$ cat src/rtl/datapath_pkg.sv
// Shared definitions for the register-file + dual-ALU datapath.
//   WIDTH / NREGS / AW : word width, register count, address width
//   op_e               : ALU opcode, applied per SIMD lane
//   vec_e              : lane mode (2'b11 also selects one 32-bit lane)
package datapath_pkg;
  localparam int WIDTH = 32;
  localparam int NREGS = 16;
  localparam int AW    = $clog2(NREGS);

  typedef enum logic [2:0] {
    OP_ADD = 3'b000,
    OP_SUB = 3'b001,
    OP_AND = 3'b010,
    OP_OR  = 3'b011,
    OP_XOR = 3'b100,
    OP_SHL = 3'b101,
    OP_SHR = 3'b110,
    OP_MOV = 3'b111
  } op_e;

  typedef enum logic [1:0] {
    VEC_32 = 2'b00,
    VEC_16 = 2'b01,
    VEC_8  = 2'b10
  } vec_e;
endpackage

$ cat src/rtl/simd_alu.sv
// SIMD ALU: one 32-bit, two 16-bit or four 8-bit lanes.
//   a, b : operands
//   op   : opcode (op_e encoding)
//   vec  : lane mode (vec_e encoding, 2'b11 behaves as 1x32)
//   y    : combinational result
// Every lane width is computed in parallel and the final mux picks one, so
// carries, borrows and shifted-out bits can never leak between lanes.
module simd_alu
  import datapath_pkg::*;
(
  input  logic [WIDTH-1:0] a,
  input  logic [WIDTH-1:0] b,
  input  logic [2:0]       op,
  input  logic [1:0]       vec,
  output logic [WIDTH-1:0] y
);

  logic [2:0][WIDTH-1:0] y_mode;  // [0]=1x32, [1]=2x16, [2]=4x8

  for (genvar m = 0; m < 3; m++) begin : g_mode
    localparam int LW = WIDTH >> m;
    localparam int NL = 1 << m;
    localparam int SW = $clog2(LW);
    for (genvar l = 0; l < NL; l++) begin : g_lane
      logic [LW-1:0] la, lb, ly;
      assign la = a[l*LW +: LW];
      assign lb = b[l*LW +: LW];
      always_comb begin
        ly = la;
        case (op)
          OP_ADD:  ly = la + lb;
          OP_SUB:  ly = la - lb;
          OP_AND:  ly = la & lb;
          OP_OR:   ly = la | lb;
          OP_XOR:  ly = la ^ lb;
          OP_SHL:  ly = la << lb[SW-1:0];
          OP_SHR:  ly = la >> lb[SW-1:0];
          OP_MOV:  ly = la;
          default: ly = la;
        endcase
      end
      assign y_mode[m][l*LW +: LW] = ly;
    end
  end

  always_comb begin
    case (vec)
      VEC_16:  y = y_mode[1];
      VEC_8:   y = y_mode[2];
      default: y = y_mode[0];
    endcase
  end

endmodule

$ cat src/rtl/datapath.sv
// 16 x 32-bit register file feeding two SIMD ALUs with dual write-back.
//   clk, rst_n      : clock, async active-low reset (clears all registers)
//   op, form, vec   : shared opcode, chaining select, lane mode
//   A, B, C, D      : source addresses (C unused when form = 1)
//   zero_reg        : register that reads as zero and ignores writes
//   Y1, Y2, write   : destinations and their enables (write[1] wins on tie)
//   const_a, constant : immediate replaces ALU1 operand a
//   result1, result2  : combinational ALU outputs
module datapath
  import datapath_pkg::*;
(
  input  logic             clk,
  input  logic             rst_n,
  input  logic [2:0]       op,
  input  logic             form,
  input  logic [1:0]       vec,
  input  logic [AW-1:0]    A,
  input  logic [AW-1:0]    B,
  input  logic [AW-1:0]    C,
  input  logic [AW-1:0]    D,
  input  logic [AW-1:0]    zero_reg,
  input  logic [AW-1:0]    Y1,
  input  logic [AW-1:0]    Y2,
  input  logic [1:0]       write,
  input  logic             const_a,
  input  logic [WIDTH-1:0] constant,
  output logic [WIDTH-1:0] result1,
  output logic [WIDTH-1:0] result2
);

  logic [WIDTH-1:0] registers [0:NREGS-1];
  logic [WIDTH-1:0] rA, rB, rC, rD;
  logic [WIDTH-1:0] a1, a2;

  assign rA = (A == zero_reg) ? '0 : registers[A];
  assign rB = (B == zero_reg) ? '0 : registers[B];
  assign rC = (C == zero_reg) ? '0 : registers[C];
  assign rD = (D == zero_reg) ? '0 : registers[D];

  assign a1 = const_a ? constant : rA;
  // Chained form feeds ALU1's result straight into ALU2 within the cycle.
  assign a2 = form ? result1 : rC;

  simd_alu u_alu1 (.a(a1), .b(rB), .op(op), .vec(vec), .y(result1));
  simd_alu u_alu2 (.a(a2), .b(rD), .op(op), .vec(vec), .y(result2));

  // Port 2 is written after port 1 so it takes priority on Y1 == Y2.
  always_ff @(posedge clk or negedge rst_n) begin
    if (!rst_n) begin
      for (int i = 0; i < NREGS; i++) registers[i] <= '0;
    end else begin
      if (write[0] && (Y1 != zero_reg)) registers[Y1] <= result1;
      if (write[1] && (Y2 != zero_reg)) registers[Y2] <= result2;
    end
  end

endmodule

$ cat config.mk
export PLATFORM = sky130hd
export DESIGN_NAME = datapath
export DESIGN_NICKNAME = d
export VERILOG_FILES = /design/src/rtl/datapath_pkg.sv /design/src/rtl/simd_alu.sv /design/src/rtl/datapath.sv
export SDC_FILE = /design/constraint.sdc
export NUM_CORES = 2
export LEC_CHECK = 0
export BUFFER_PORTS_ARGS = -buffer_cell sky130_fd_sc_hd__buf_2
export CELL_PAD_IN_SITES_DETAIL_PLACEMENT = 0
export CELL_PAD_IN_SITES_GLOBAL_PLACEMENT = 1
export CORE_MARGIN = 4
export CORE_UTILIZATION = 30
export CTS_CLUSTER_SIZE = 30
export DETAILED_ROUTE_END_ITERATION = 16
export GPL_TIMING_DRIVEN = 0
export HOLD_SLACK_MARGIN = 0.05
export PLACE_DENSITY = 0.58
export SYNTH_ARGS = -nofsm -noshare
export SYNTH_HDL_FRONTEND = slang
export SYNTH_HIERARCHICAL = 1
export SYNTH_SLANG_ARGS = --single-unit
$ cat constraint.sdc
create_clock -name clk -period 11.3 [get_ports clk]
set_clock_uncertainty 0.1 [all_clocks]
set_input_delay 0.565 -clock clk [delete_from_list [all_inputs] [get_ports clk]]
set_output_delay 0.565 -clock clk [all_outputs]
set_load 0.02 [all_outputs]
==> flow_summary.json <==
{
  "chipHeight_um": 495,
  "ys_types": 102,
  "fin_crit_sh_pct": 103,
  "coreArea_um2": 236000,
  "cts_root_buf": "clkbuf_16",
  "dp_cells": 12200,
  "yosys.area_share.adder_pct": 4.94,
  "worstSetupPathType": "primary input to output port",
  "syn_avg_cell_area_um2": 8.05,
  "yosysSeqAreaShare_pct": 18.0,
  "relSlewSlack_pct": -13.7,
  "muxShareOfSynthArea_pct": 24.5,
  "h-tree-depth": 3,
  "cp_max_fo": 12,
  "die_width_um": 495,
  "status": "finished, violations left",
  "vias": 88000,
  "peakVddDrop_mv": 0.121,
  "wl_per_cell_um": 47.8,
  "tightest_slew_ns": 1.71,
  "dp_hpwl_mm": 473,
  "cts_buffers": 72,
  "first_pass_iters": 7,
  "cts_tree": "built",
  "synth.most_common_cell": "nand2_1",
  "synth-seq-cells": 512,
  "slew_viol_final": 125,
  "hold_violations": 0,
  "netlist_area_um2": 71200,
  "instances_no_fill": 12400,
  "io_buffers": 124,
  "setup_viol": 83,
  "synth-simple-area-share_pct": 18.5,
  "grt_usage_pct": 46.3,
  "synth_ff_type": "dfrtp_1",
  "synthTopCellsByCount": "nand2_1 (881), nor2_1 (848), o21ai_0 (771), clkbuf_1 (647), mux4_2 (590)",
  "post-route-drc-count": 0,
  "largest_register": "registers",
  "cp.required_ns": 10.64,
  "nFillCells": 25400,
  "grt_pass1_vias": 83000,
  "finalInstanceArea_um2": 81200,
  "leakage_nw": 28.6,
  "cts_sinks": 512,
  "clk_latency_ns": 0.69,
  "ff2ff_path_depth": 28,
  "crit_path_start_kind": "primary input",
  "clk_pin_slew_ns": 0.05,
  "reg_top3": "registers: 512 flops",
  "totalWireLength_mm": 591,
  "synth_compound_area_share_pct": 24.2,
  "synthCells": 8848,
  "yosysTopAreaCell": "mux4_2",
  "timing.final.ws_setup_ns": -0.336,
  "finalPower_mw": 21.3,
  "powerDensity_nw_per_um2": 262,
  "fmax_mhz": 85.9,
  "globalplace.congestion": 1.06,
  "cp.arrival_ns": 10.97,
  "syn_to_final_growth_pct": 14.1,
  "yosysWarnings": 6,
  "grt_pass1_wl_mm": 771,
  "synth_top_family_by_area": "multiplexers",
  "synth_async_sr_flop_share_pct": 100,
  "drt-vias-per-instance": 7.12,
  "hp-class": "primary input to async pin",
  "gr-total-overflow": 0,
  "netlist.area_leader.share_pct": 18.7,
  "r2r_slack_ns": 0.29,
  "layout.nets": 9465,
  "synth_area_leaders": "mux4_2 (19%), dfrtp_1 (18%), o21ai_0 (5.4%)",
  "grt_max_degree": 105,
  "placement_rows": 178,
  "drt.antenna.violating_nets": 0,
  "pre_cts_ws_ns": -4.92,
  "violations": "capacitance limit, slew limit, setup timing",
  "drt_iter0_drc": 14500,
  "largest_reg_flops": 512,
  "antenna_found_initial": 90,
  "pin_count": 135,
  "fin_crit_ns": 11.64,
  "synth_edf_count": 0,
  "drv_cap": 17,
  "final_core_util_pct": 34.5,
  "drive_gt1_share_pct": 19.6,
  "syn_nets": 9195,
  "fp.dieArea_um2": 245000,
  "placed_area_um2": 76800,
  "cts_buffer_depth": 3,
  "start_util_pct": 30.2,
  "critPathCaptureType": "output port",
  "synthXorXnorAreaFrac_pct": 2.71
}
-- layer usage --
layer  GRT usage [%]  vias to the layer above  share of wire [%]
met2            65.2                     7477                 40
li1                -                    34000                  -
met1            58.9                    44700                 39
met5          0.0978                        -              0.074
met3            19.4                     1703                 14
met4            27.2                       38                7.2
-- final cells by class --
cell class	count	area (um^2)	area share [%]
tap	3150	3940	4.85
timing repair buffer	207	1810	2.23
clock inverter	19	206	0.254
buffer	1019	4700	5.78
inverter	200	762	0.938
antenna	49	123	0.151
sequential	512	12800	15.8
multi-input combinational	7106	54800	67.4
clock buffer	105	2130	2.62
-- worst paths after layout --
| kind | start | end |
|---|---|---|
| worst max-delay path | A[2] | result2[29] |
| worst min register to register | registers[257]$_DFF_PN0_ | registers[257]$_DFF_PN0_ |
| min in group clk | registers[257]$_DFF_PN0_ | registers[257]$_DFF_PN0_ |
| worst max register to register | registers[8]$_DFF_PN0_ | registers[222]$_DFF_PN0_ |
| worst min-delay path | rst_n | registers[359]$_DFF_PN0_ |
| max in group asynchronous | rst_n | registers[155]$_DFF_PN0_ |
-- timing repair --
action | in CTS | in global routing
setup endpoints to repair | 544 | 359
pin swaps | 19 | 11
hold buffers | 1 | 0
endpoints found under the hold margin | 84 | 0
resized for setup | 346 | 140
setup buffers | 29 | 9
-- cell usage in the layout, fill, tap and decap left out, drive strengths merged, types with 25 or more instances in the layout --
| master | n |
|---|---|
| a211o | 28 |
| a211oi | 63 |
| a21o | 65 |
| a21oi | 455 |
| a221oi | 50 |
| a22oi | 234 |
| a31oi | 581 |
| and2 | 27 |
| buf | 587 |
| clkbuf | 739 |
| dfrtp | 512 |
| diode | 49 |
| ha | 268 |
| inv | 197 |
| mux2 | 185 |
| mux2i | 203 |
| mux4 | 590 |
| nand2 | 881 |
| nand2b | 53 |
| nand3 | 96 |
| nand3b | 74 |
| nor2 | 849 |
| nor2b | 31 |
| nor3 | 578 |
| nor4 | 28 |
| o211ai | 51 |
| o21ai | 854 |
| o221ai | 25 |
| o22ai | 45 |
| or2 | 26 |
| or3 | 141 |
| or3b | 34 |
| xnor2 | 150 |
| xor2 | 64 |
-- report_power, final --
group,total [mW],internal (mW),switching [mW]
registers,3.63,2.48,1.15
clock network,2.42,1.39,1.03
logic,15.2,4.91,10.3
total,21.3,8.78,12.5
-- per-stage QoR --
stage	setup TNS [ns]	hold slack, ns
after floorplan	0	0.169
after global placement	-4641.91	0.491
after detailed placement	-2149.04	0.502
after CTS	-0.0192	0.436
after global routing	-0.0138	0.516
final	-9.88	0.437
-- critical path: stages --
cell and delay, ns:
buf_2 0.20, buf_4 0.39, clkdlybuf4s15_2 0.60, mux4_2 0.40, mux2_2 0.34, a22oi_1 0.21
nand2_2 0.64, inv_1 0.73, ha_1 0.25, mux2i_1 0.06, a22o_1 0.21, a22oi_1 0.39
a31oi_1 0.36, o32ai_1 0.89, a31oi_4 0.60, a22oi_1 0.32, nand2_1 0.47, ha_1 0.60
a21oi_1 0.11, o21a_1 0.23, nand4b_1 0.31, a21o_1 0.27, a31oi_2 0.37, a21oi_1 0.17
xnor2_2 0.42, a221oi_4 0.18, nor2_1 0.33, buf_2 0.23
-- cells by family (layout without fill, tap and decap cells) --
family          Yosys count  count (layout)
compound gates         2747            2747
xor+xnor                214             214
fa+ha+maj               276             276
buf+inv                1230            1550
flops                   512             512
mux                     978             978
other cells               0              49
simple gates           2891            2891
Power figures use the tool's default switching activity.
